===== src/rtl/add_multicycle.sv =====
// Multi-cycle add/subtract unit: a WIDTH-bit operation is processed CHUNK bits
// per clock through one narrow adder slice, with a start/busy/done handshake.
module add_multicycle #(
   parameter int WIDTH = 32,
   parameter int CHUNK = 4
) (
   input  logic             clk,
   input  logic             rst,
   input  logic             start,
   input  logic             sub,
   input  logic             cin,
   input  logic [WIDTH-1:0] a,
   input  logic [WIDTH-1:0] b,
   output logic             busy,
   output logic             done,
   output logic [WIDTH-1:0] res,
   output logic             cout,
   output logic             ovf
);

   localparam int NCHUNK = WIDTH / CHUNK;
   localparam int KW     = (NCHUNK > 1) ? $clog2(NCHUNK) : 1;
   localparam logic [KW-1:0] K_LAST = KW'(NCHUNK - 1);

   typedef enum logic {
      IDLE,
      RUN
   } state_t;

   state_t           state_q, state_d;
   logic [WIDTH-1:0] a_q, a_d;
   logic [WIDTH-1:0] b_q, b_d;
   logic [WIDTH-1:0] acc_q, acc_d;
   logic [WIDTH-1:0] res_q, res_d;
   logic [KW-1:0]    k_q, k_d;
   logic             carry_q, carry_d;
   logic             cout_q, cout_d;
   logic             ovf_q, ovf_d;
   logic             done_q, done_d;

   logic [CHUNK-1:0] a_chunk;
   logic [CHUNK-1:0] b_chunk;
   logic [CHUNK:0]   sum;

   // The single shared adder slice; operands stay in place and are indexed by k.
   assign a_chunk = a_q[k_q*CHUNK +: CHUNK];
   assign b_chunk = b_q[k_q*CHUNK +: CHUNK];
   assign sum     = {1'b0, a_chunk} + {1'b0, b_chunk} + {{CHUNK{1'b0}}, carry_q};

   always_comb begin
      state_d = state_q;
      a_d     = a_q;
      b_d     = b_q;
      acc_d   = acc_q;
      res_d   = res_q;
      k_d     = k_q;
      carry_d = carry_q;
      cout_d  = cout_q;
      ovf_d   = ovf_q;
      done_d  = 1'b0;

      case (state_q)
         IDLE: begin
            if (start) begin
               a_d     = a;
               b_d     = b ^ {WIDTH{sub}};
               carry_d = sub ? 1'b1 : cin;
               k_d     = '0;
               acc_d   = '0;
               state_d = RUN;
            end
         end
         RUN: begin
            acc_d[k_q*CHUNK +: CHUNK] = sum[CHUNK-1:0];
            carry_d = sum[CHUNK];
            k_d     = k_q + 1'b1;
            if (k_q == K_LAST) begin
               // res only changes here, so the bus never sees a partial sum.
               res_d   = acc_d;
               cout_d  = sum[CHUNK];
               ovf_d   = (a_q[WIDTH-1] == b_q[WIDTH-1]) && (sum[CHUNK-1] != a_q[WIDTH-1]);
               done_d  = 1'b1;
               k_d     = '0;
               state_d = IDLE;
            end
         end
         default: state_d = IDLE;
      endcase
   end

   always_ff @(posedge clk or posedge rst) begin
      if (rst) begin
         state_q <= IDLE;
         a_q     <= '0;
         b_q     <= '0;
         acc_q   <= '0;
         res_q   <= '0;
         k_q     <= '0;
         carry_q <= 1'b0;
         cout_q  <= 1'b0;
         ovf_q   <= 1'b0;
         done_q  <= 1'b0;
      end else begin
         state_q <= state_d;
         a_q     <= a_d;
         b_q     <= b_d;
         acc_q   <= acc_d;
         res_q   <= res_d;
         k_q     <= k_d;
         carry_q <= carry_d;
         cout_q  <= cout_d;
         ovf_q   <= ovf_d;
         done_q  <= done_d;
      end
   end

   assign busy = (state_q == RUN);
   assign done = done_q;
   assign res  = res_q;
   assign cout = cout_q;
   assign ovf  = ovf_q;

endmodule


===== config.mk =====
export PLATFORM = sky130hd
export DESIGN_NAME = add_multicycle
export DESIGN_NICKNAME = d
export VERILOG_FILES = /design/src/rtl/add_multicycle.sv
export SDC_FILE = /design/constraint.sdc
export NUM_CORES = 1
export LEC_CHECK = 0
export CELL_PAD_IN_SITES_DETAIL_PLACEMENT = 0
export CELL_PAD_IN_SITES_GLOBAL_PLACEMENT = 1
export CORE_ASPECT_RATIO = 0.6
export CORE_MARGIN = 2
export CORE_UTILIZATION = 45
export CTS_BUF_LIST = sky130_fd_sc_hd__clkbuf_16
export CTS_CLUSTER_SIZE = 10
export DETAILED_ROUTE_END_ITERATION = 16
export GPL_TIMING_DRIVEN = 0
export HOLD_SLACK_MARGIN = 0.05
export PLACE_DENSITY = 0.89
export SLEW_MARGIN = 30
export SYNTH_ARGS = -nofsm -noshare
export SYNTH_HDL_FRONTEND = slang
export SYNTH_SLANG_ARGS = --single-unit

===== constraint.sdc =====
create_clock -name clk -period 13.2 [get_ports clk]
set_clock_uncertainty 0.15 [all_clocks]
set_input_delay 1.32 -clock clk [delete_from_list [all_inputs] [get_ports clk]]
set_output_delay 1.32 -clock clk [all_outputs]
set_load 0.01 [all_outputs]

# After elaboration in Yosys (flattened, before gate mapping)
# Cells that the tools add are included.
# op_classes
add_sub_neg,4
bitwise,2
mux,14
reduce_logical,3
n_eq_ne,4
shifts,4
# ops
cell,n
32-bit one-hot mux with 2 select lines,1
32-bit by 6-bit variable part select with 4-bit output,2
5-bit negation with 34-bit output,1
4-bit by 34-bit variable shift with 32-bit output (first input constant),1
4-bit by 34-bit variable part select with 32-bit output,1
32-bit bitwise mux,1
32-bit 2-to-1 mux,1
32-bit bitwise XOR,1
1-bit 2-to-1 mux,6
3-bit 2-to-1 mux,2
3-bit one-hot mux with 2 select lines,1
4-bit by 4-bit adder with 5-bit output,1
5-bit by 1-bit adder with 5-bit output,1
1-bit one-hot mux with 2 select lines,2
2-bit AND reduction,2
3-bit by 1-bit adder with 3-bit output (second input constant),1
3-bit equality test (second input constant),1
2-bit != test (second input constant),1
1-bit equality test,1
1-bit logical AND,1
1-bit != test,1
1-bit NOT,1
# word_totals
regBits,136
output_inout_bits,36
word_cells,41
in_bits,69

# Longest topological paths before layout
# Gate-level depths: netlist of run 1.
# logic_depth
depth_word,6
ltp_mapped,13
mapped_depth_nobuf,10

# Worst setup path before layout of run 1
# No wires, ideal clock.
# synth_path
path_kind,register to register
startpoint,register k_q[0]
endpoint,register acc_q[25]
arrival_time_ns,3.188
synth_period_minus_slack_ns,3.406
n_path_buf,3
path_stages_with_launch,13
slack_ns,9.794
cell_sequence,dfrtp_1 > buf_4 > buf_4 > mux4_2 > nand2_1 > nand2_1 > fa_1 > inv_1 > fa_1 > nor2_1 > and2_1 > clkbuf_1 > a22o_1
# synth_via
elab_chain_len,6
elab_cells_between_ends,9
# synth_rtl
element,line,rtl
start: declaration,35,"logic [KW-1:0] k_q, k_d;"
start signal: assignment,109,k_q <= k_d;
"32-bit by 6-bit variable part select with 4-bit output, on equally long branches","46, 47",
4-bit by 4-bit adder with 5-bit output,48,"assign sum = {1'b0, a_chunk} + {1'b0, b_chunk} + {{CHUNK{1'b0}}, carry_q};"
5-bit by 1-bit adder with 5-bit output,48,
4-bit by 34-bit variable part select with 32-bit output,74,acc_d[k_q*CHUNK +: CHUNK] = sum[CHUNK-1:0];
32-bit bitwise mux (*),74,
32-bit one-hot mux with 2 select lines (*),62,case (state_q)
end signal: assignment,96,acc_q <= '0;
end signal: assignment,107,acc_q <= acc_d;
end: declaration,33,"logic [WIDTH-1:0] acc_q, acc_d;"
# Every way passes the cells marked *; elsewhere a longest branch is shown, timed or not.
# A chain may end at the register's enable or synchronous reset.

# Worst setup path in the final report of run 1
# layout_path
startpoint,register k_q[1]
endpoint,register acc_q[29]
# Same word-level chain as after synthesis.

==> results of run 1 <==
through the flow:
step	setup WS, ns	instances	hold slack [ns]	total power (W)	area (um^2)
floorplan	8.09	638	0.290	0.00145	6550
global placement	6.48	939	0.305	0.00181	7830
detailed placement	8.70	940	0.308	0.00186	7870
CTS	8.68	972	0.322	0.00235	8470
global route	8.42	972	0.344	0.00251	8470
finish	8.55	972	0.323	0.00237	8470
flip-flops by register name, summed over array words and instances (netlist names):
register / cells
res: 32
acc_q: 32
carry_q: 1
k_q: 3
busy: 1
b_q: 32
a_q: 32
ovf: 1
cout: 1
done: 1
Yosys cell counts (2+ instances only):
cell,number
buf_4,7
buf_2,5
a22o_1,21
ha_1,10
a221o_1,6
a32o_1,11
and3_1,5
a22oi_1,2
fa_1,2
nor4_4,2
dfrtp_1,136
a221oi_1,11
and2_0,2
buf_1,3
o21ai_0,39
nor4b_4,2
nor3_1,2
mux4_2,16
mux2i_1,5
and2_1,4
nand2_1,180
o22ai_1,2
inv_1,9
o21ai_1,5
nor2_1,39
nor2b_1,5
xnor2_1,33
nand3_1,5
a21o_1,4
a21oi_1,5
clkbuf_1,27
a31oi_1,9
nand2b_1,4
cell type report:
class | instances | area, um^2 | area share, %
Timing Repair Buffer | 104 | 1060 | 12.5
Buffer | 43 | 201 | 2.38
Clock inverter | 15 | 176 | 2.08
Clock buffer | 17 | 425 | 5.02
Tap cell | 198 | 248 | 2.93
Sequential cell | 136 | 3400 | 40.2
Inverter | 10 | 45.0 | 0.532
Multi-Input combinational cell | 449 | 2910 | 34.4
how the worst max path moves through the flow:
stage                                 end  slack [ns]  depth (start not counted)
CTS                 acc_q[25]$_DFFE_PP0P_        8.68                         12
detailed placement  acc_q[29]$_DFFE_PP0P_        8.70                         12
global placement     acc_q[8]$_DFFE_PP0P_        6.48                          2
floorplan              a_q[0]$_DFFE_PP0P_        8.09                          1
global route        acc_q[25]$_DFFE_PP0P_        8.42                         12
finish              acc_q[29]$_DFFE_PP0P_        8.55                         12
power breakdown:
part / internal (W) / switching, W
Combinational: 0.000467 / 0.000701
Clock: 0.000297 / 0.000187
Sequential: 0.000602 / 0.000114
worst max-delay path: stages, from the launching register on:
cell and delay [ns]:
dfrtp_1 0.44, buf_2 0.35, buf_1 0.62, mux4_2 0.42
nand2_1 0.08, nand2_1 0.10, fa_1 0.40, inv_1 0.09
fa_1 0.43, nor2_1 0.71, and2_1 0.22, clkbuf_1 0.35
a22o_1 0.22
layer usage:
metal	up-vias	GRT usage (%)	wire, um
met5	-	0.649	0
met4	0	7.62	241
met2	236	34.0	7600
met3	30	7.21	1640
li1	2459	-	-
met1	2627	36.2	8620
cell families (layout without fill, tap and decap cells):
family	after synthesis	count (layout)	share of synthesized area, %
and+or+nand+nor	259	259	17.6
buffers and inverters	53	189	3.65
AOI/OAI and AO/OA	124	124	13.6
DFF	136	136	51.9
adders and majority gates	12	12	2.52
muxes	21	21	6.26
xor gates and xnor gates	33	33	4.41
==> metrics, run 1 <==
die area=~16000 um^2; port buffer count=a little over 100; Yosys top cell area share=between 50% and 60%; Die W=about 160 um; drc violations=0; #FFs+latches synth=between 100 and 150; GRT Total Usage=24.3%; # setup viols final=0; Seq/Total Area, Yosys=approximately 52%; PD cells=280 nW/um^2; R2R Path End=acc_q[29]$_DFFE_PP0P_; predominant post-synthesis flop cell=dfrtp_1; root buffer cell=clkbuf_16; Synth cell types=53; reg2reg setup slack=~8.6 ns; RePlAce Congestion=0.932; Synth area leader=dfrtp_1; vias in the first global route=between 5000 and 6000; worst path arrival time=between 4 and 5 ns; NumNets Final=842; Hold Vio Cnt, Final=0; worst slew pin tran=0.913 ns; row count=34; Mapped Nets=just over 700; CTS Hold Bufs=0; Starting Density=around 46%; Worst Setup Start Kind=flip-flop; Routed WL=18100 um; asr flop ratio synth=100%; CTS resizes=0; HPWL Detailed=around 13000 um; worst skew pair latency=about 0.42 ns; setup bufs post-CTS=0; Ys Warns=0; grt ovf=0; Slew Limit Headroom=approximately two fifths; TritonCTS buffer count=17; maximum fanout along the worst path=10; FF-to-FF path depth=12; Final Cycle Share=a little over a third; FF-to-FF Start=k_q[1]$_DFFE_PP0P_; clk buf depth=2; die span in y=~97 um; Min-Delay Path Class=reg2reg; DR iter-0 viols=427; Post-synth EDFFs=0; pin count of the biggest net entering global routing=94; Leak=between 3 and 4 nW; outcome=completed; global-route wire length before repair=29300 um; most common cell after layout, fill and taps aside=nand2_1; TritonCTS clock tree=yes; Peak VDD IR=between 0.15 and 0.2 mV; hold path depth=2; Setup Total Neg Slack=0 ns; num ports=between 100 and 150; Post-Route Utilization=between 50% and 60%; layout cells sized above 1=around a tenth; hold wc startpoint=a_q[12]$_DFFE_PP0P_; fin crit period=approximately 4.6 ns; Antenna diodes=0; vias per cell=around 5.5; routed via count=approximately 5400; WP data required=between 10 and 15 ns; First-pass DRT Iterations=5; Fillers=approximately 1200; DRT antenna net count=0; max-cap violation count=0; Reg clk slew, reported paths=approximately 0.060 ns; unrepaired setup endpoints after global routing=no; Final Slew Violations=0; H-tree depth=4; mean routed wirelength per cell=~19 um; fmax=approximately 220 MHz; CP Launch Point=k_q[1]$_DFFE_PP0P_; most frequent cells in the layout=nand2_1, dfrtp_1, clkdlybuf4s50_1, nor2_1, o21ai_0; Post-Syn Area=between 6000 and 7000 um^2; CP Capture Type=flip-flop; main area contributors after synthesis=dfrtp_1, nand2_1, mux4_2; syn_area_per_cell=about 10 um^2; Mapped Cells=approximately 640; synth-to-layout area growth=29.2%; Clock Sinks=roughly 140; initial antenna violation count=0; Hold EP=a_q[12]$_DFFE_PP0P_; CP Class=reg2reg; Core ar.=~14000 um^2
Note: power is estimated with default switching activity, not from simulation.
==> inputs of run 2 (changes only) <==
- CORE_UTILIZATION: 45 -> 38
- PLACE_DENSITY: 0.89 -> 0.81
- clock period: 13.2 -> 3.8 ns (I/O delays scaled with it)
==> run 2 against run 1 <==
Die area rose by 18%. Cell count rose by 4.4%. Global-route usage fell by 3.4 points. Fmax rose by 31%. Critical path type unchanged. Highest routed layer unchanged.
==> metrics, run 2 (synthesis gave the netlist of run 1 again) <==
Slew Limit Headroom=48.2% (+9.3 points); Core ar.=17000 um^2 (+18%); FF-to-FF path depth=11 (-1); CP Capture Type=flip-flop; vias in the first global route=5435 (-1.2%); worst path bufs/invs=3 (-1); FF-to-FF Start=k_q[0]$_DFFE_PP0P_; worst slew pin tran=0.775 ns (-0.138 ns); TritonCTS buffer count=17 (unchanged); max incr delay on CP=0.54 ns (-0.17 ns); DR iter-0 viols=585 (+37%); Leak=3.86 nW (+2.0%); fmax=283 MHz (+31%); synth-to-layout area growth=32.2%; R2R Path End=res[15]$_DFFE_PP0P_; vias per cell=5.33 (-3.3%); Peak VDD IR=0.545 mV (+240%); grt ovf=0 (unchanged); RePlAce Congestion=0.905 (-2.8%); DRT antenna net count=0 (unchanged); Final Slew Violations=0 (unchanged); WP data required=3.98 ns (-9.42 ns); global-route wire length before repair=29400 um (+0.19%); num ports=105 (unchanged); met2 Track Usage GR=29.3% (-4.7 points); Min-Delay Path Class=in2async; reg2reg setup slack=0.26 ns (-8.29 ns); row count=37 (+8.8%); most common cell after layout, fill and taps aside=nand2_1; TritonCTS clock tree=yes; Setup WS pre-CTS=-0.831 ns (-9.53 ns); drc violations=0 (unchanged); CTS Hold Bufs=0 (unchanged); Overall Power=0.00845 W (+260%); Reg clk slew, reported paths=0.06 ns (about the same); design area=8660 um^2 (+2.3%); die area=18300 um^2 (+18%); outcome=completed; fin crit period=3.54 ns (-1.11 ns); initial antenna violation count=0 (unchanged); Final WS setup=0.265 ns (-8.29 ns); Antenna diodes=0 (unchanged); Hold Vio Cnt, Final=0 (unchanged); Routed WL=18200 um (+0.36%); mean routed wirelength per cell=17.9 um (-3.9%); pin count of the biggest net entering global routing=33 (-65%); CP Class=reg2reg; M1 GR Usage=30.9% (-5.3 points); CP Launch Point=k_q[0]$_DFFE_PP0P_; Slowest cell on crit path=mux4_2; H-tree depth=4 (unchanged); port buffer count=103 (unchanged); Clock Sinks=136 (unchanged); Final Cycle Share=93.0% (+58 points); root buffer cell=clkbuf_16; routed via count=5406 (+1.0%); grt met3 use=6.60% (-0.61 points); unrepaired setup endpoints after global routing=no; maximum fanout along the worst path=10 (unchanged); placed instance area=8000 um^2 (+1.6%); CP delay by family, top=simple AND/OR/NAND/NOR gates; most frequent cells in the layout=nand2_1, dfrtp_1, clkdlybuf4s50_1, o21ai_0, nor2_1; Die W=174 um (+8.6%); Starting Density=38.6% (-7.0 points); First-pass DRT Iterations=5 (unchanged); GRT Total Usage=20.9% (-3.4 points); NumNets Final=849 (+0.83%); die span in y=106 um (+8.5%); HPWL Detailed=13600 um (+4.0%); Worst Setup Start Kind=flip-flop; PD cells=975 nW/um^2 (+250%); max-cap violation count=0 (unchanged); layout cells sized above 1=11.5% (+2.1 points); global routing's busiest layer=met1; CP cell instances=buf_6 -> buf_6 -> mux4_2 -> nand2_1 -> nand2_1 -> fa_1 -> a211o_1 -> and3_4 -> buf_6 -> or4_4 -> o22ai_1; clk buf depth=2 (unchanged); # setup viols final=0 (unchanged); worst path arrival time=3.71 ns (-1.14 ns); worst skew pair latency=0.42 ns (about the same); CP dominant cell by count=buf_6
## run 2: how the worst max path moves through the flow
stage / end / depth (start not counted)
CTS: acc_q[27]$_DFFE_PP0P_ / 11
global placement: acc_q[9]$_DFFE_PP0P_ / 12
detailed placement: acc_q[9]$_DFFE_PP0P_ / 12
finish: res[15]$_DFFE_PP0P_ / 11
global route: res[27]$_DFFE_PP0P_ / 11
floorplan: acc_q[25]$_DFFE_PP0P_ / 12
## run 2: final cells by class
type                       instances  area, um^2
fill                            1539        8330
clock inverter                    15         168
buffer                            42         216
sequential                       136        3400
tap                              234         293
timing repair buffer             112        1180
clock buffer                      17         425
multi-input combinational        449        2930
inverter                          10        45.0
## run 2: per-stage QoR
| step | hold slack, ns | instances | util [%] | setup TNS [ns] |
|---|---|---|---|---|
| floorplan | 0.290 | 638 | - | 0 |
| global placement | 0.299 | 975 | 46.4 | -11.81 |
| detailed placement | 0.307 | 980 | 47.1 | -15.82 |
| CTS | 0.0948 | 1011 | 50.6 | 0 |
| global route | 0.126 | 1015 | 51.0 | 0 |
| finish | 0.0935 | 1015 | 51.0 | 0 |
## run 2: routing by layer
metal	vias to the layer above	share of wire [%]
li1	2476	-
met1	2662	49
met2	243	41
met3	25	8.8
met4	0	1.4
met5	-	0
## run 2: power by group
| group | switching (W) | internal, W |
|---|---|---|
| registers | 0.000387 | 0.00209 |
| clock network | 0.000671 | 0.000980 |
| logic | 0.00246 | 0.00186 |
## run 2: repair_timing
action,4_1_cts,5_1_grt
resized for setup,7,11
endpoints found under the hold margin,0,0
buffers inserted,0,4
pin swaps,0,2
setup endpoints to repair,48,35
## run 2: worst register-to-register path: cells and delay by family (launching register included)
family	cells	cell delay [ns]
fa+ha+maj	1	0.43
compound gates	2	0.53
simple gates	4	0.80
mux	1	0.55
flops	1	0.42
buf+inv	3	0.58
==> inputs of run 3 (changes only) <==
- SKIP_LAST_GASP: not set -> 1
- clock period: 3.8 -> 2.98 ns (I/O delays scaled with it)
==> run 3 against run 2 <==
The run now ends with negative setup slack left. Power increased by 48%. Final area increased by 5.0%. Wire length grew 6.7%. Clock-buffer cell count did not move. Critical path depth increased by 1. First-iteration DRC count grew 4.8%. Die area did not move. Sequential power up 29%. Worst hold slack worse by 0.041 ns. Via count rose by 3.2%. Sequential share of layout area decreased by 1.9 points. Utilization up 2.5 points. Largest cell class unchanged.
==> metrics, run 3 (synthesis gave the netlist of run 1 again) <==
synth-to-layout area growth=38.8%; fmax=317 MHz (+12%); worst skew pair latency=0.42 ns (about the same); Overall Power=0.0125 W (+48%); most common cell after layout, fill and taps aside=nand2_1; Slew Limit Headroom=55.3% (+7.1 points); most frequent cells in the layout=nand2_1, dfrtp_1, clkdlybuf4s50_1, nor2_1, o21ai_0; CTS Hold Bufs=0 (unchanged); worst slew pin tran=0.668 ns (-0.107 ns); vias per cell=5.40 (+1.5%); CP Class=reg2reg; port buffer count=103 (unchanged); violated checks=negative setup slack; DR iter-0 viols=613 (+4.8%); vias in the first global route=5670 (+4.3%); RePlAce Congestion=0.924 (+2.1%); global routing's busiest layer=met1; root buffer cell=clkbuf_16; Final WS setup=-0.173 ns (-0.438 ns); outcome=complete, but fails checks; TritonCTS buffer count=17 (unchanged); clk buf depth=2 (unchanged); unrepaired setup endpoints after global routing=yes; met2 Track Usage GR=31.0% (+1.7 points); H-tree depth=4 (unchanged); M1 GR Usage=33.5% (+2.6 points); reg2reg setup slack=-0.17 ns (-0.44 ns); Hold Vio Cnt, Final=0 (unchanged); Setup Total Neg Slack=-4.00 ns (-4.00 ns); Min-Delay Path Class=in2async; Clock Sinks=136 (unchanged); HPWL Detailed=13900 um (+1.7%); die span in y=106 um (unchanged); mean routed wirelength per cell=18.8 um (+5.0%); NumNets Final=866 (+2.0%); row count=37 (unchanged); Worst Setup Start Kind=flip-flop; TritonCTS clock tree=yes; Final Slew Violations=0 (unchanged); FF-to-FF Start=k_q[0]$_DFFE_PP0P_; die area=18300 um^2 (unchanged); WP data required=3.13 ns (-0.85 ns); PD cells=1380 nW/um^2 (+41%); maximum fanout along the worst path=6 (-4); pin count of the biggest net entering global routing=31 (-6.1%); CP Capture Type=flip-flop; First-pass DRT Iterations=5 (unchanged); placed instance area=8060 um^2 (+0.80%); Peak VDD IR=0.757 mV (+39%); Antenna diodes=0 (unchanged); # setup viols final=41 (+41); drc violations=0 (unchanged); layout cells sized above 1=16.3% (+4.8 points); worst path arrival time=3.30 ns (-0.41 ns); num ports=105 (unchanged); fin crit period=3.15 ns (-0.382 ns); Routed WL=19400 um (+6.7%); Starting Density=38.6% (unchanged); Post-Route Utilization=53.5% (+2.5 points); design area=9090 um^2 (+5.0%); Final Cycle Share=106% (+13 points); GRT Total Usage=22.1% (+1.3 points); max-cap violation count=0 (unchanged); CP Launch Point=k_q[0]$_DFFE_PP0P_; grt ovf=0 (unchanged); CP cell instances=buf_12 -> buf_12 -> mux4_2 -> nand2_2 -> nand2_2 -> fa_2 -> a211o_1 -> buf_6 -> a21oi_4 -> nor4b_4 -> buf_6 -> a22o_1; grt met3 use=5.74% (-0.87 points); Slowest cell on crit path=mux4_2; routed via count=5577 (+3.2%); initial antenna violation count=0 (unchanged); Reg clk slew, reported paths=0.06 ns (about the same); worst hold slack=0.0525 ns (-0.0410 ns); global-route wire length before repair=31100 um (+5.8%); Leak=4.08 nW (+5.7%); max incr delay on CP=0.53 ns (about the same); DRT antenna net count=0 (unchanged); Core ar.=17000 um^2 (unchanged); Die W=174 um (unchanged)
-- run 3: area by class of cell --
type / instances / area (um^2)
Multi-Input combinational cell: 449 / 3060
Buffer: 41 / 280
Timing Repair Buffer: 130 / 1400
Clock inverter: 15 / 183
Inverter: 10 / 42.5
Clock buffer: 17 / 425
Fill cell: 1467 / 7900
Tap cell: 234 / 293
Sequential cell: 136 / 3410
-- run 3: worst max-delay path: cells and delay by family (launching register included) --
family	cells	cell delay, ns
multiplexers	1	0.53
flip-flops	1	0.41
AO/OA/AOI/OAI	3	0.80
buffers and inverters	4	0.56
adder cells (fa/ha/maj)	1	0.35
AND/OR/NAND/NOR	3	0.25
-- run 3: per-stage QoR --
step | std cells | setup WS, ns
6_report | 1032 | -0.173
5_1_grt | 1032 | -0.254
4_1_cts | 1031 | -0.163
3_5_place_dp | 980 | -0.807
3_3_place_gp | 975 | -0.684
2_1_floorplan | 638 | -0.133
-- run 3: where the power goes --
group	total [W]	switching (W)	internal, W
Clock	0.00219	0.000806	0.00139
Combinational	0.00713	0.00368	0.00345
Sequential	0.00319	0.000520	0.00267
-- run 3: layer usage --
metal	vias up	part of all wire, %	wire length, um
li1	2512	-	-
met1	2758	48	9400
met2	271	41	8030
met3	36	8.4	1620
met4	0	1.8	348
met5	-	0	0
-- run 3: timing repair --
| action | CTS | global route |
|---|---|---|
| buffers inserted | 17 | 3 |
| pin swaps | 18 | 16 |
| endpoints found under the setup margin | 67 | 55 |
| gates cloned | 3 | 0 |
| gates resized for setup | 34 | 25 |
-- run 3: path summary, 6_finish.rpt --
path | endpoint | cells past startpoint
worst max-delay path | acc_q[31]$_DFFE_PP0P_ | 12
worst min-delay path | res[1]$_DFFE_PP0P_ | 2
worst max register to register | acc_q[31]$_DFFE_PP0P_ | 12
worst min register to register | a_q[10]$_DFFE_PP0P_ | 2
max in group asynchronous | b_q[17]$_DFFE_PP0P_ | 5
min in group clk | a_q[2]$_DFFE_PP0P_ | 3
